===== src/rtl/gps_ack_pkg.sv =====
// -----------------------------------------------------------------------------
// gps_ack_pkg
// Shared definitions for the gps_ack correlator and its peak collector:
//   - width constants for the correlator result interface
//   - FSM state encoding of the peak collector
//   - the per-channel result record streamed to the host side
// -----------------------------------------------------------------------------
package gps_ack_pkg;

    localparam int NUM_CH  = 8;   // parallel correlator channels
    localparam int SAT_W   = 6;   // satellite ID width
    localparam int INTEG_W = 12;  // unsigned integrator width
    localparam int PHASE_W = 10;  // code phase width
    localparam int DOPP_W  = 16;  // signed doppler_omega width

    typedef enum logic [1:0] {
        IDLE    = 2'd0,
        COLLECT = 2'd1,
        REPORT  = 2'd2
    } state_e;

    // One channel's result as presented on the output port.
    typedef struct packed {
        logic [SAT_W-1:0]          sat;
        logic [PHASE_W-1:0]        phase;
        logic signed [DOPP_W-1:0]  doppler;
        logic [INTEG_W-1:0]        peak;
        logic [INTEG_W-1:0]        second;
    } result_rec_t;

endpackage


===== src/rtl/gps_ack_peak_track.sv =====
// -----------------------------------------------------------------------------
// gps_ack_peak_track
// Tracks the best and second-best integrator value of one correlator channel,
// together with the sat ID, code phase and doppler seen with the best value.
//
// Ports:
//   clk, rst   clock, synchronous active-high reset
//   clr_i      wipe the table entry (wins over upd_i)
//   upd_i      one correlation result is available this cycle
//   integ_i    integrator value of this channel
//   sat_i      sat ID of this channel
//   phase_i    code phase of the current correlation
//   dopp_i     doppler of the current correlation
//   best_o     best value so far
//   second_o   second-best value so far
//   sat_o, phase_o, dopp_o   context captured with best_o
// -----------------------------------------------------------------------------
module gps_ack_peak_track
    import gps_ack_pkg::*;
#(
    parameter int SAT_W   = gps_ack_pkg::SAT_W,
    parameter int INTEG_W = gps_ack_pkg::INTEG_W,
    parameter int PHASE_W = gps_ack_pkg::PHASE_W,
    parameter int DOPP_W  = gps_ack_pkg::DOPP_W
) (
    input  logic                      clk,
    input  logic                      rst,
    input  logic                      clr_i,
    input  logic                      upd_i,
    input  logic [INTEG_W-1:0]        integ_i,
    input  logic [SAT_W-1:0]          sat_i,
    input  logic [PHASE_W-1:0]        phase_i,
    input  logic signed [DOPP_W-1:0]  dopp_i,
    output logic [INTEG_W-1:0]        best_o,
    output logic [INTEG_W-1:0]        second_o,
    output logic [SAT_W-1:0]          sat_o,
    output logic [PHASE_W-1:0]        phase_o,
    output logic signed [DOPP_W-1:0]  dopp_o
);

    logic [INTEG_W-1:0]        best_q,   best_d;
    logic [INTEG_W-1:0]        second_q, second_d;
    logic [SAT_W-1:0]          sat_q,    sat_d;
    logic [PHASE_W-1:0]        phase_q,  phase_d;
    logic signed [DOPP_W-1:0]  dopp_q,   dopp_d;

    // Strict comparisons: on a tie the earlier value keeps the best slot and
    // the newcomer can still fill the second slot.
    always_comb begin
        best_d   = best_q;
        second_d = second_q;
        sat_d    = sat_q;
        phase_d  = phase_q;
        dopp_d   = dopp_q;
        if (clr_i) begin
            best_d   = '0;
            second_d = '0;
            sat_d    = '0;
            phase_d  = '0;
            dopp_d   = '0;
        end else if (upd_i) begin
            if (integ_i > best_q) begin
                second_d = best_q;
                best_d   = integ_i;
                sat_d    = sat_i;
                phase_d  = phase_i;
                dopp_d   = dopp_i;
            end else if (integ_i > second_q) begin
                second_d = integ_i;
            end
        end
    end

    always_ff @(posedge clk) begin
        if (rst) begin
            best_q   <= '0;
            second_q <= '0;
            sat_q    <= '0;
            phase_q  <= '0;
            dopp_q   <= '0;
        end else begin
            best_q   <= best_d;
            second_q <= second_d;
            sat_q    <= sat_d;
            phase_q  <= phase_d;
            dopp_q   <= dopp_d;
        end
    end

    assign best_o   = best_q;
    assign second_o = second_q;
    assign sat_o    = sat_q;
    assign phase_o  = phase_q;
    assign dopp_o   = dopp_q;

endmodule


===== src/rtl/gps_ack_peak_collector.sv =====
// -----------------------------------------------------------------------------
// gps_ack_peak_collector
// Snoops the gps_ack correlator result interface. During a collection it keeps
// per channel the best and second-best integrator value (plus sat ID, code
// phase and doppler of the best). When the search completes it streams one
// record per channel, in channel order, over a valid/ready port.
//
// Ports:
//   clk, rst          clock, synchronous active-high reset
//   clear             start a new collection, wipe tables (top priority)
//   threshold         detection threshold, latched when the report starts
//   corr_complete     correlation done (level, rising edge acts)
//   search_complete   search done (level, rising edge acts)
//   code_phase        code phase of the current correlation
//   doppler_omega     signed doppler of the current correlation
//   sat, integrator   per-channel packed sat IDs / integrator values
//   out_valid/out_ready   record handshake
//   out_ch, out_sat, out_code_phase, out_doppler, out_peak, out_second
//                     record contents
//   out_detected      peak >= latched threshold (only while out_valid)
//   done              one-cycle pulse after the last record handshake
//   busy              collecting or reporting
//   dropped           saturating count of corr_complete edges outside COLLECT
// -----------------------------------------------------------------------------
module gps_ack_peak_collector
    import gps_ack_pkg::*;
#(
    parameter int NUM_CH  = gps_ack_pkg::NUM_CH,
    parameter int SAT_W   = gps_ack_pkg::SAT_W,
    parameter int INTEG_W = gps_ack_pkg::INTEG_W,
    parameter int PHASE_W = gps_ack_pkg::PHASE_W,
    parameter int DOPP_W  = gps_ack_pkg::DOPP_W
) (
    input  logic                         clk,
    input  logic                         rst,
    input  logic                         clear,
    input  logic [INTEG_W-1:0]           threshold,
    input  logic                         corr_complete,
    input  logic                         search_complete,
    input  logic [PHASE_W-1:0]           code_phase,
    input  logic signed [DOPP_W-1:0]     doppler_omega,
    input  logic [NUM_CH*SAT_W-1:0]      sat,
    input  logic [NUM_CH*INTEG_W-1:0]    integrator,
    output logic                         out_valid,
    input  logic                         out_ready,
    output logic [$clog2(NUM_CH)-1:0]    out_ch,
    output logic [SAT_W-1:0]             out_sat,
    output logic [PHASE_W-1:0]           out_code_phase,
    output logic signed [DOPP_W-1:0]     out_doppler,
    output logic [INTEG_W-1:0]           out_peak,
    output logic [INTEG_W-1:0]           out_second,
    output logic                         out_detected,
    output logic                         done,
    output logic                         busy,
    output logic [7:0]                   dropped
);

    localparam int IDX_W = $clog2(NUM_CH);
    localparam logic [IDX_W-1:0] LAST_IDX = IDX_W'(NUM_CH - 1);

    state_e              state_q, state_d;
    logic                corr_q, search_q;
    logic                corr_edge, search_edge;
    logic [IDX_W-1:0]    idx_q, idx_d, idx_nxt, load_idx;
    logic [INTEG_W-1:0]  thr_q, thr_d;
    logic                out_valid_q, out_valid_d;
    logic                done_q, done_d;
    logic [7:0]          dropped_q, dropped_d;
    logic [IDX_W-1:0]    ch_q, ch_d;
    result_rec_t         rec_q, rec_d, sel_rec;
    logic                tbl_clr, tbl_upd;

    logic [INTEG_W-1:0]        best_w   [NUM_CH];
    logic [INTEG_W-1:0]        second_w [NUM_CH];
    logic [SAT_W-1:0]          sat_w    [NUM_CH];
    logic [PHASE_W-1:0]        phase_w  [NUM_CH];
    logic signed [DOPP_W-1:0]  dopp_w   [NUM_CH];

    assign corr_edge   = corr_complete & ~corr_q;
    assign search_edge = search_complete & ~search_q;

    for (genvar k = 0; k < NUM_CH; k++) begin : g_ch
        gps_ack_peak_track #(
            .SAT_W   (SAT_W),
            .INTEG_W (INTEG_W),
            .PHASE_W (PHASE_W),
            .DOPP_W  (DOPP_W)
        ) u_track (
            .clk      (clk),
            .rst      (rst),
            .clr_i    (tbl_clr),
            .upd_i    (tbl_upd),
            .integ_i  (integrator[k*INTEG_W +: INTEG_W]),
            .sat_i    (sat[k*SAT_W +: SAT_W]),
            .phase_i  (code_phase),
            .dopp_i   (doppler_omega),
            .best_o   (best_w[k]),
            .second_o (second_w[k]),
            .sat_o    (sat_w[k]),
            .phase_o  (phase_w[k]),
            .dopp_o   (dopp_w[k])
        );
    end

    // Record source: the first record of a report is channel idx_q; once a
    // record is on the port, the one to load next is idx_q + 1.
    assign idx_nxt = idx_q + IDX_W'(1);

    always_comb begin
        load_idx       = out_valid_q ? idx_nxt : idx_q;
        sel_rec        = '0;
        sel_rec.sat    = sat_w[load_idx];
        sel_rec.phase  = phase_w[load_idx];
        sel_rec.doppler = dopp_w[load_idx];
        sel_rec.peak   = best_w[load_idx];
        sel_rec.second = second_w[load_idx];
    end

    always_comb begin
        state_d     = state_q;
        idx_d       = idx_q;
        thr_d       = thr_q;
        out_valid_d = out_valid_q;
        done_d      = 1'b0;
        dropped_d   = dropped_q;
        ch_d        = ch_q;
        rec_d       = rec_q;
        tbl_clr     = 1'b0;
        tbl_upd     = 1'b0;

        if (clear) begin
            state_d     = COLLECT;
            tbl_clr     = 1'b1;
            idx_d       = '0;
            out_valid_d = 1'b0;
            dropped_d   = '0;
            ch_d        = '0;
            rec_d       = '0;
        end else begin
            if (corr_edge && (state_q != COLLECT) && (dropped_q != 8'hFF)) begin
                dropped_d = dropped_q + 8'd1;
            end
            unique case (state_q)
                COLLECT: begin
                    // A simultaneous corr_complete edge still lands in the
                    // tables; they become visible as the report starts.
                    tbl_upd = corr_edge;
                    if (search_edge) begin
                        state_d = REPORT;
                        thr_d   = threshold;
                        idx_d   = '0;
                    end
                end
                REPORT: begin
                    if (!out_valid_q) begin
                        out_valid_d = 1'b1;
                        ch_d        = idx_q;
                        rec_d       = sel_rec;
                    end else if (out_ready) begin
                        if (idx_q == LAST_IDX) begin
                            out_valid_d = 1'b0;
                            done_d      = 1'b1;
                            state_d     = IDLE;
                        end else begin
                            idx_d = idx_nxt;
                            ch_d  = idx_nxt;
                            rec_d = sel_rec;
                        end
                    end
                end
                default: begin
                end
            endcase
        end
    end

    always_ff @(posedge clk) begin
        if (rst) begin
            state_q     <= IDLE;
            corr_q      <= 1'b0;
            search_q    <= 1'b0;
            idx_q       <= '0;
            thr_q       <= '0;
            out_valid_q <= 1'b0;
            done_q      <= 1'b0;
            dropped_q   <= '0;
            ch_q        <= '0;
            rec_q       <= '0;
        end else begin
            state_q     <= state_d;
            corr_q      <= corr_complete;
            search_q    <= search_complete;
            idx_q       <= idx_d;
            thr_q       <= thr_d;
            out_valid_q <= out_valid_d;
            done_q      <= done_d;
            dropped_q   <= dropped_d;
            ch_q        <= ch_d;
            rec_q       <= rec_d;
        end
    end

    assign out_valid      = out_valid_q;
    assign out_ch         = ch_q;
    assign out_sat        = rec_q.sat;
    assign out_code_phase = rec_q.phase;
    assign out_doppler    = rec_q.doppler;
    assign out_peak       = rec_q.peak;
    assign out_second     = rec_q.second;
    // Qualified by out_valid so an idle port (peak 0, threshold 0) reads 0.
    assign out_detected   = out_valid_q && (rec_q.peak >= thr_q);
    assign done           = done_q;
    assign busy           = (state_q != IDLE);
    assign dropped        = dropped_q;

endmodule


===== config.mk =====
export PLATFORM = sky130hd
export DESIGN_NAME = gps_ack_peak_collector
export DESIGN_NICKNAME = d
export VERILOG_FILES = /design/src/rtl/gps_ack_pkg.sv /design/src/rtl/gps_ack_peak_track.sv /design/src/rtl/gps_ack_peak_collector.sv
export SDC_FILE = /design/constraint.sdc
export NUM_CORES = 2
export LEC_CHECK = 0
export CAP_MARGIN = 30
export CORE_MARGIN = 2
export CORE_UTILIZATION = 34
export DETAILED_ROUTE_END_ITERATION = 8
export GPL_TIMING_DRIVEN = 0
export PLACE_DENSITY = 0.63
export SLEW_MARGIN = 5
export SYNTH_ARGS = -nofsm -noshare
export SYNTH_HDL_FRONTEND = slang
export SYNTH_SLANG_ARGS = --single-unit

===== constraint.sdc =====
create_clock -name clk -period 2.15 [get_ports clk]
set_input_delay 0.43 -clock clk [delete_from_list [all_inputs] [get_ports clk]]
set_output_delay 0.43 -clock clk [all_outputs]
set_load 0.1 [all_outputs]

## Word-level counts from Yosys, hierarchy flattened

Index checks and enable logic that the tools add are counted.

- Multipliers: 0
- Equality and inequality tests: 16
- Muxes and demuxes: 54
- Divide/modulo/power cells: 0
- Reduce and logical (&&, ||, !) cells: 38
- Add/subtract/negate cells: 2
- $lt $le $gt $ge: 18
- Shifts and indexed selects: 0
- Bitwise operators: 9

Operators by type and width:

| kind | count |
|---|---|
| 12-bit 2-to-1 mux | 20 |
| 12-bit greater-than comparator | 16 |
| 56-bit 2-to-1 mux | 3 |
| 12-bit binary-select mux with 3-bit select | 2 |
| 16-bit binary-select mux with 3-bit select | 1 |
| 16-bit 2-to-1 mux | 2 |
| 2-bit AND reduction | 16 |
| 10-bit binary-select mux with 3-bit select | 1 |
| 10-bit 2-to-1 mux | 2 |
| 2-bit nonzero test | 10 |
| 6-bit binary-select mux with 3-bit select | 1 |
| 3-bit 2-to-1 mux | 6 |
| 5-bit AND reduction | 3 |
| 2-bit inequality test, second input constant | 7 |
| 12-bit >= comparator | 1 |
| 6-bit 2-to-1 mux | 2 |
| 3-bit inequality test, second input constant | 4 |
| 8-bit by 1-bit adder with 8-bit output, second input constant | 1 |
| 1-bit 2-to-1 mux | 8 |
| 2-bit 2-to-1 mux | 4 |
| 8-bit inequality test, second input constant | 1 |
| 1-bit inverter | 6 |
| 3-bit one-hot mux with 2 select lines | 1 |
| 3-bit AND reduction | 2 |
| 13 further kinds | 17 |

- Bits of input ports: 188
- Bits in writable memories: 0
- Memories kept: 0
- Bits in latches: 0
- Bits in read-only memories: 0
- Register bits after elaboration: 536

## Longest topological paths before layout

- Depth after elaboration: 9
- Depth in mapped cells: 11

## Cells and area by module

Synthesis repeated with hierarchy kept, for this count alone.

- Cells, all modules: 3123
- Area, all modules: 30067.6 um^2

By module, submodules not included:

| module | area an instance (um^2) | cells each | times used |
|---|---|---|---|
| gps_ack_peak_track at g_ch[0].u_track ... | 2666.3 | 271 | 4 |
| gps_ack_peak_collector | 8481.9 | 903 | 1 |
| gps_ack_peak_track at g_ch[5].u_track ... | 2728.9 | 284 | 3 |
| gps_ack_peak_track at g_ch[4].u_track | 2733.9 | 284 | 1 |

## Worst setup path after synthesis

Ideal clock, no wire load.

- Path type: reg2out
- Start point: register rec_q (netlist bit out_peak[0])
- End point: output out_detected
- Path buffers: 0
- Data arrival time: 3383 ps
- Path slack: -1663 ps
- Cell stages (with the launch flop): 10
- Path through: dfxtp_1 > inv_1 > ha_1 > nand2b_1 > a21oi_1 > nor2b_1 > o21ai_0 > a21oi_1 > o31ai_1 > a31oi_1

- Longest elaborated chain between the ends: 2

RTL lines:

| element | RTL line | RTL |
|---|---|---|
| start: declaration | gps_ack_peak_collector.sv:70 | `result_rec_t rec_q, rec_d, sel_rec;` |
| start signal: assignment | gps_ack_peak_collector.sv:199 | `rec_q <= rec_d;` |
| 12-bit >= comparator | gps_ack_peak_collector.sv:211 | `assign out_detected = out_valid_q && (rec_q.peak >= thr_q);` |
| 1-bit logical AND | gps_ack_peak_collector.sv:211 |  |
| end: declaration | gps_ack_peak_collector.sv:52 | `output logic out_detected,` |

No other way between the ends.

## Worst setup path after layout

Ends and elaborated chain as after synthesis.

==> summary by stage <==
Outcome
The flow ran to the end, but the final reports show violations. The checks that failed: setup timing.

Cells and area
The filler cell count is roughly 7000. The footprint of the flip-flops and latches is 10900 sq um. The fraction of layout instances using a drive strength above 1 is 37.9%.

The area growth from synthesis to layout is 54.9%. Summing all multi-input logic gate instances after layout gives between 20000 and 25000 sq um. Once layout is complete, the utilization of the core stands at 53.0%. In the final design database the tool counted 4551 nets.

Placement
The placer's final routability congestion estimate is between 0.9 and 1. The half-perimeter wire length of the detailed placement result is 85.8 mm. The number of buffers added on ports is 231.

OpenSTA, run right after detailed placement, puts the worst setup slack at -1.33 ns.

Yosys
After technology mapping, the gate count stands at 3579. For this run, the number of Yosys warnings is 0. After synthesis, the largest area contributor takes up 37.6% of total cell area. The synthesized design contains 0 enable-type register cells. The mean area per synthesized cell is 7.97 sq um. Synthesis inferred 536 register bits. Of the synthesized area, sequential elements account for 37.6%. The number of distinct library cells after synthesis is 58. Counting every net in the synthesized netlist gives around 4000. The share of flip-flops with an asynchronous set or reset is 0%. By area the synthesized netlist is led by sky130_fd_sc_hd__dfxtp_1 38%, sky130_fd_sc_hd__mux2i_1 9.6%, sky130_fd_sc_hd__ha_1 9.1%, sky130_fd_sc_hd__nand2_1 8.5%, sky130_fd_sc_hd__a21oi_1 6.0%. The most used flip-flop cell after synthesis is sky130_fd_sc_hd__dfxtp_1. The library cell occupying the most area in the post-synthesis netlist is sky130_fd_sc_hd__dfxtp_1. The mapped netlist covers 28500 sq um.

Floorplan
The full die area is 86200 sq um. The number of placed I/O pins is roughly 260. The standard-cell row count is 106. For this configuration, the core starts out at a cell density of 34.2%. The region available for standard cell placement spans roughly 83000 sq um. The y dimension of the die is 294 microns.

The horizontal die dimension is 294 microns.

Pwr
The static leakage power is approximately 0.015 uW. VDD sags by at most 0.619 mV. The total power per unit cell area is 579 nW/um^2.

Clock network
The clock latency at the later pin of the worst-skew pair is 0.68 ns. The longest clock path from root to sink contains 3 buffers. The H-tree was split into 2 levels. The number of hold buffers added after CTS was 0. The number of clock buffers added by TritonCTS is 61.

The clock slew seen by the registers of the worst setup and hold paths is ~0.060 ns. The tree is rooted in a sky130_fd_sc_hd__clkbuf_16. Counting every sink on the clock net gives 536. The clock tree from TritonCTS is done.

Routing
The first detailed-routing pass ran for 5 iterations. The detailed-route wire length is 130 mm. The post-route antenna net violation count is 0. The number of remaining DRC errors is 0. The total number of vias is 30200. After detailed routing, the number of vias per cell comes to roughly 5.7. The detailed router finished its first iteration with 2788 violations. The detailed-route wire length per cell is ~25 microns.

Critical path
The critical path startpoint category is a register. Data on the critical path arrives at its endpoint at 2.44 ns. The largest incremental delay on the critical path is 0.39 ns. The class of the most critical setup path is reg2out. Traced cell by cell, the critical path runs through inv_2 > ha_4 > nand2b_4 > a21oi_2 > nor2b_1 > o21ai_1 > a21oi_1 > o31ai_2 > a31oi_4 > buf_12. The required time at the endpoint of the critical path is 1.72 ns. STA classifies the critical path endpoint as an output pin. The slowest stage of the critical path is the sky130_fd_sc_hd__dfxtp_4 cell. The peak fanout along the critical path is 2.

Global routing
The first-pass GRT wire length is 181 mm. The largest net degree at the start of global routing is 19. Summed over all layers, the global routing overflow is 0. The number of global-route vias before repair is a little under 30000.

The number of antenna violations at the first check in global routing is 13. The global router's overall resource usage is 27.7%.

STA
The final-report max-slew violation count is 0. Setup violations remaining at the end of the flow were counted as 443. After layout, the worst setup slack is -0.724 ns. Setup repair after global routing could not meet its margin everywhere.

The max-slew headroom at the worst pin is 38.3%. The smallest clock period supported by the final layout is computed as 2.87 ns. Dividing the final minimum period by the clock period gives 134%. The highest attainable clock frequency is 348 MHz. The final setup skew is 0.0271 ns. At the pin with the least slew margin, the transition time is 0.926 ns. The count of endpoints failing hold in the final timing report is 0.

Job
The number of maximum-capacitance constraint violations is 0.

Hold path
The kind of path behind the tightest hold check is in2reg.
## worst paths after layout
kind | endpoint | from | cells past startpoint | slack, ns
min reg2reg | g_ch[2].u_track.dopp_o[0]$_SDFFE_PP0P_ | g_ch[2].u_track.dopp_o[0]$_SDFFE_PP0P_ | 2 | 0.46
min | g_ch[3].u_track.best_o[5]$_SDFFE_PP0P_ | integrator[41] | 3 | 0.15
max reg2reg | g_ch[1].u_track.second_o[2]$_SDFFE_PP0P_ | g_ch[1].u_track.second_o[11]$_SDFFE_PP0P_ | 10 | -0.31
max | out_detected | out_peak[0]$_SDFFE_PP0P_ | 10 | -0.72
## area by class of cell
| cell class | instances | share of cell area, % |
|---|---|---|
| clock inverter | 35 | 1.37 |
| clock buffer | 79 | 3.86 |
| sequential | 536 | 24.8 |
| tap | 1080 | 3.06 |
| antenna | 5 | 0.0283 |
| multi-input combinational | 2574 | 46.6 |
| buffer | 257 | 5.41 |
| timing repair buffer | 524 | 13.2 |
| inverter | 202 | 1.80 |
## per-stage QoR
step	hold WS [ns]	setup TNS, ns	instance area (sq um)	power (uW)	std cells
2_1_floorplan	0.437	-0.701	28700	11600	3579
3_3_place_gp	0.441	-566.61	32400	12600	4890
3_5_place_dp	0.447	-545.04	32600	12700	4899
4_1_cts	0.111	-25.23	41100	25100	5248
5_1_grt	0.162	-82.52	44200	26200	5292
6_report	0.153	-59.87	44200	25600	5292
## power breakdown
part / leakage [uW] / total, uW / internal, uW / switching (uW)
combinational: 0.00998 / 3470 / 1490 / 1980
sequential: 0.00439 / 10100 / 10000 / 86.7
clock: 0.00110 / 12000 / 7190 / 4830
total: 0.0155 / 25600 / 18700 / 6900
## cell usage after synthesis (all sizes together), types with 56 or more instances
| cell | n |
|---|---|
| ha | 207 |
| nand2 | 644 |
| a311oi | 56 |
| o211ai | 60 |
| inv | 202 |
| a211oi | 97 |
| mux2i | 274 |
| dfxtp | 536 |
| o21ai | 103 |
| nand3 | 101 |
| a21oi | 342 |
| nor2 | 411 |
| buf | 126 |
| clkbuf | 143 |
| a31oi | 65 |
## kinds of logic after synthesis
| family | synth area share, % |
|---|---|
| simple gates | 19.0 |
| compound gates | 17.2 |
| flops | 37.6 |
| buf+inv | 7.24 |
| mux | 9.66 |
| fa+ha+maj | 9.08 |
| xor+xnor | 0.268 |
## flip-flops by register name, indices dropped and copies added (netlist names), 6 cells and up
signal                 flops
out_sat                    6
g_ch.u_track.best_o       96
out_second                12
g_ch.u_track.phase_o      80
g_ch.u_track.second_o     96
out_code_phase            10
g_ch.u_track.dopp_o      128
g_ch.u_track.sat_o        48
out_peak                  12
thr_q                     12
dropped                    8
out_doppler               16
## worst max-delay path, delay by kind of cell, from the launching register on
kind,cells,cell delay [ns]
DFF,1,0.39
AOI/OAI and AO/OA,5,0.76
buffers and inverters,2,0.23
adders and majority gates,1,0.20
and+or+nand+nor,2,0.19
## placed cells by master, fill, tap and decap left out, types with 51 or more instances in the layout
| cell type | count |
|---|---|
| sky130_fd_sc_hd__clkbuf_16 | 71 |
| sky130_fd_sc_hd__inv_2 | 52 |
| sky130_fd_sc_hd__clkbuf_2 | 51 |
| sky130_fd_sc_hd__o211ai_1 | 60 |
| sky130_fd_sc_hd__o21ai_2 | 54 |
| sky130_fd_sc_hd__clkbuf_1 | 60 |
| sky130_fd_sc_hd__buf_4 | 176 |
| sky130_fd_sc_hd__ha_1 | 125 |
| sky130_fd_sc_hd__clkdlybuf4s50_1 | 118 |
| sky130_fd_sc_hd__mux2i_1 | 259 |
| sky130_fd_sc_hd__nand3_1 | 99 |
| sky130_fd_sc_hd__dfxtp_2 | 99 |
| sky130_fd_sc_hd__buf_12 | 72 |
| sky130_fd_sc_hd__buf_6 | 98 |
| sky130_fd_sc_hd__nand2_1 | 517 |
| sky130_fd_sc_hd__a21oi_1 | 140 |
| sky130_fd_sc_hd__nand2_4 | 96 |
| sky130_fd_sc_hd__ha_4 | 82 |
| sky130_fd_sc_hd__a21oi_2 | 193 |
| sky130_fd_sc_hd__inv_1 | 135 |
| sky130_fd_sc_hd__clkdlybuf4s15_2 | 52 |
| sky130_fd_sc_hd__nor2_1 | 343 |
| sky130_fd_sc_hd__dfxtp_1 | 416 |
## timing repair
item	in CTS	in global routing
resized for setup	1223	802
endpoints found under the setup margin	588	513
setup buffers	191	68
cloned	49	14
pin swaps	178	255
## metal layers
layer / share of wire (%) / up-vias / track usage (%) / wire [microns]
met1: 39 / 14700 / 34.9 / 50800
met3: 9.3 / 430 / 5.76 / 12100
met4: 6.4 / 8 / 15.2 / 8360
li1: - / 13500 / - / -
met2: 45 / 1587 / 44.3 / 59000
met5: 0.041 / - / 0 / 53
No activity file was read; power rests on OpenSTA's default activity.
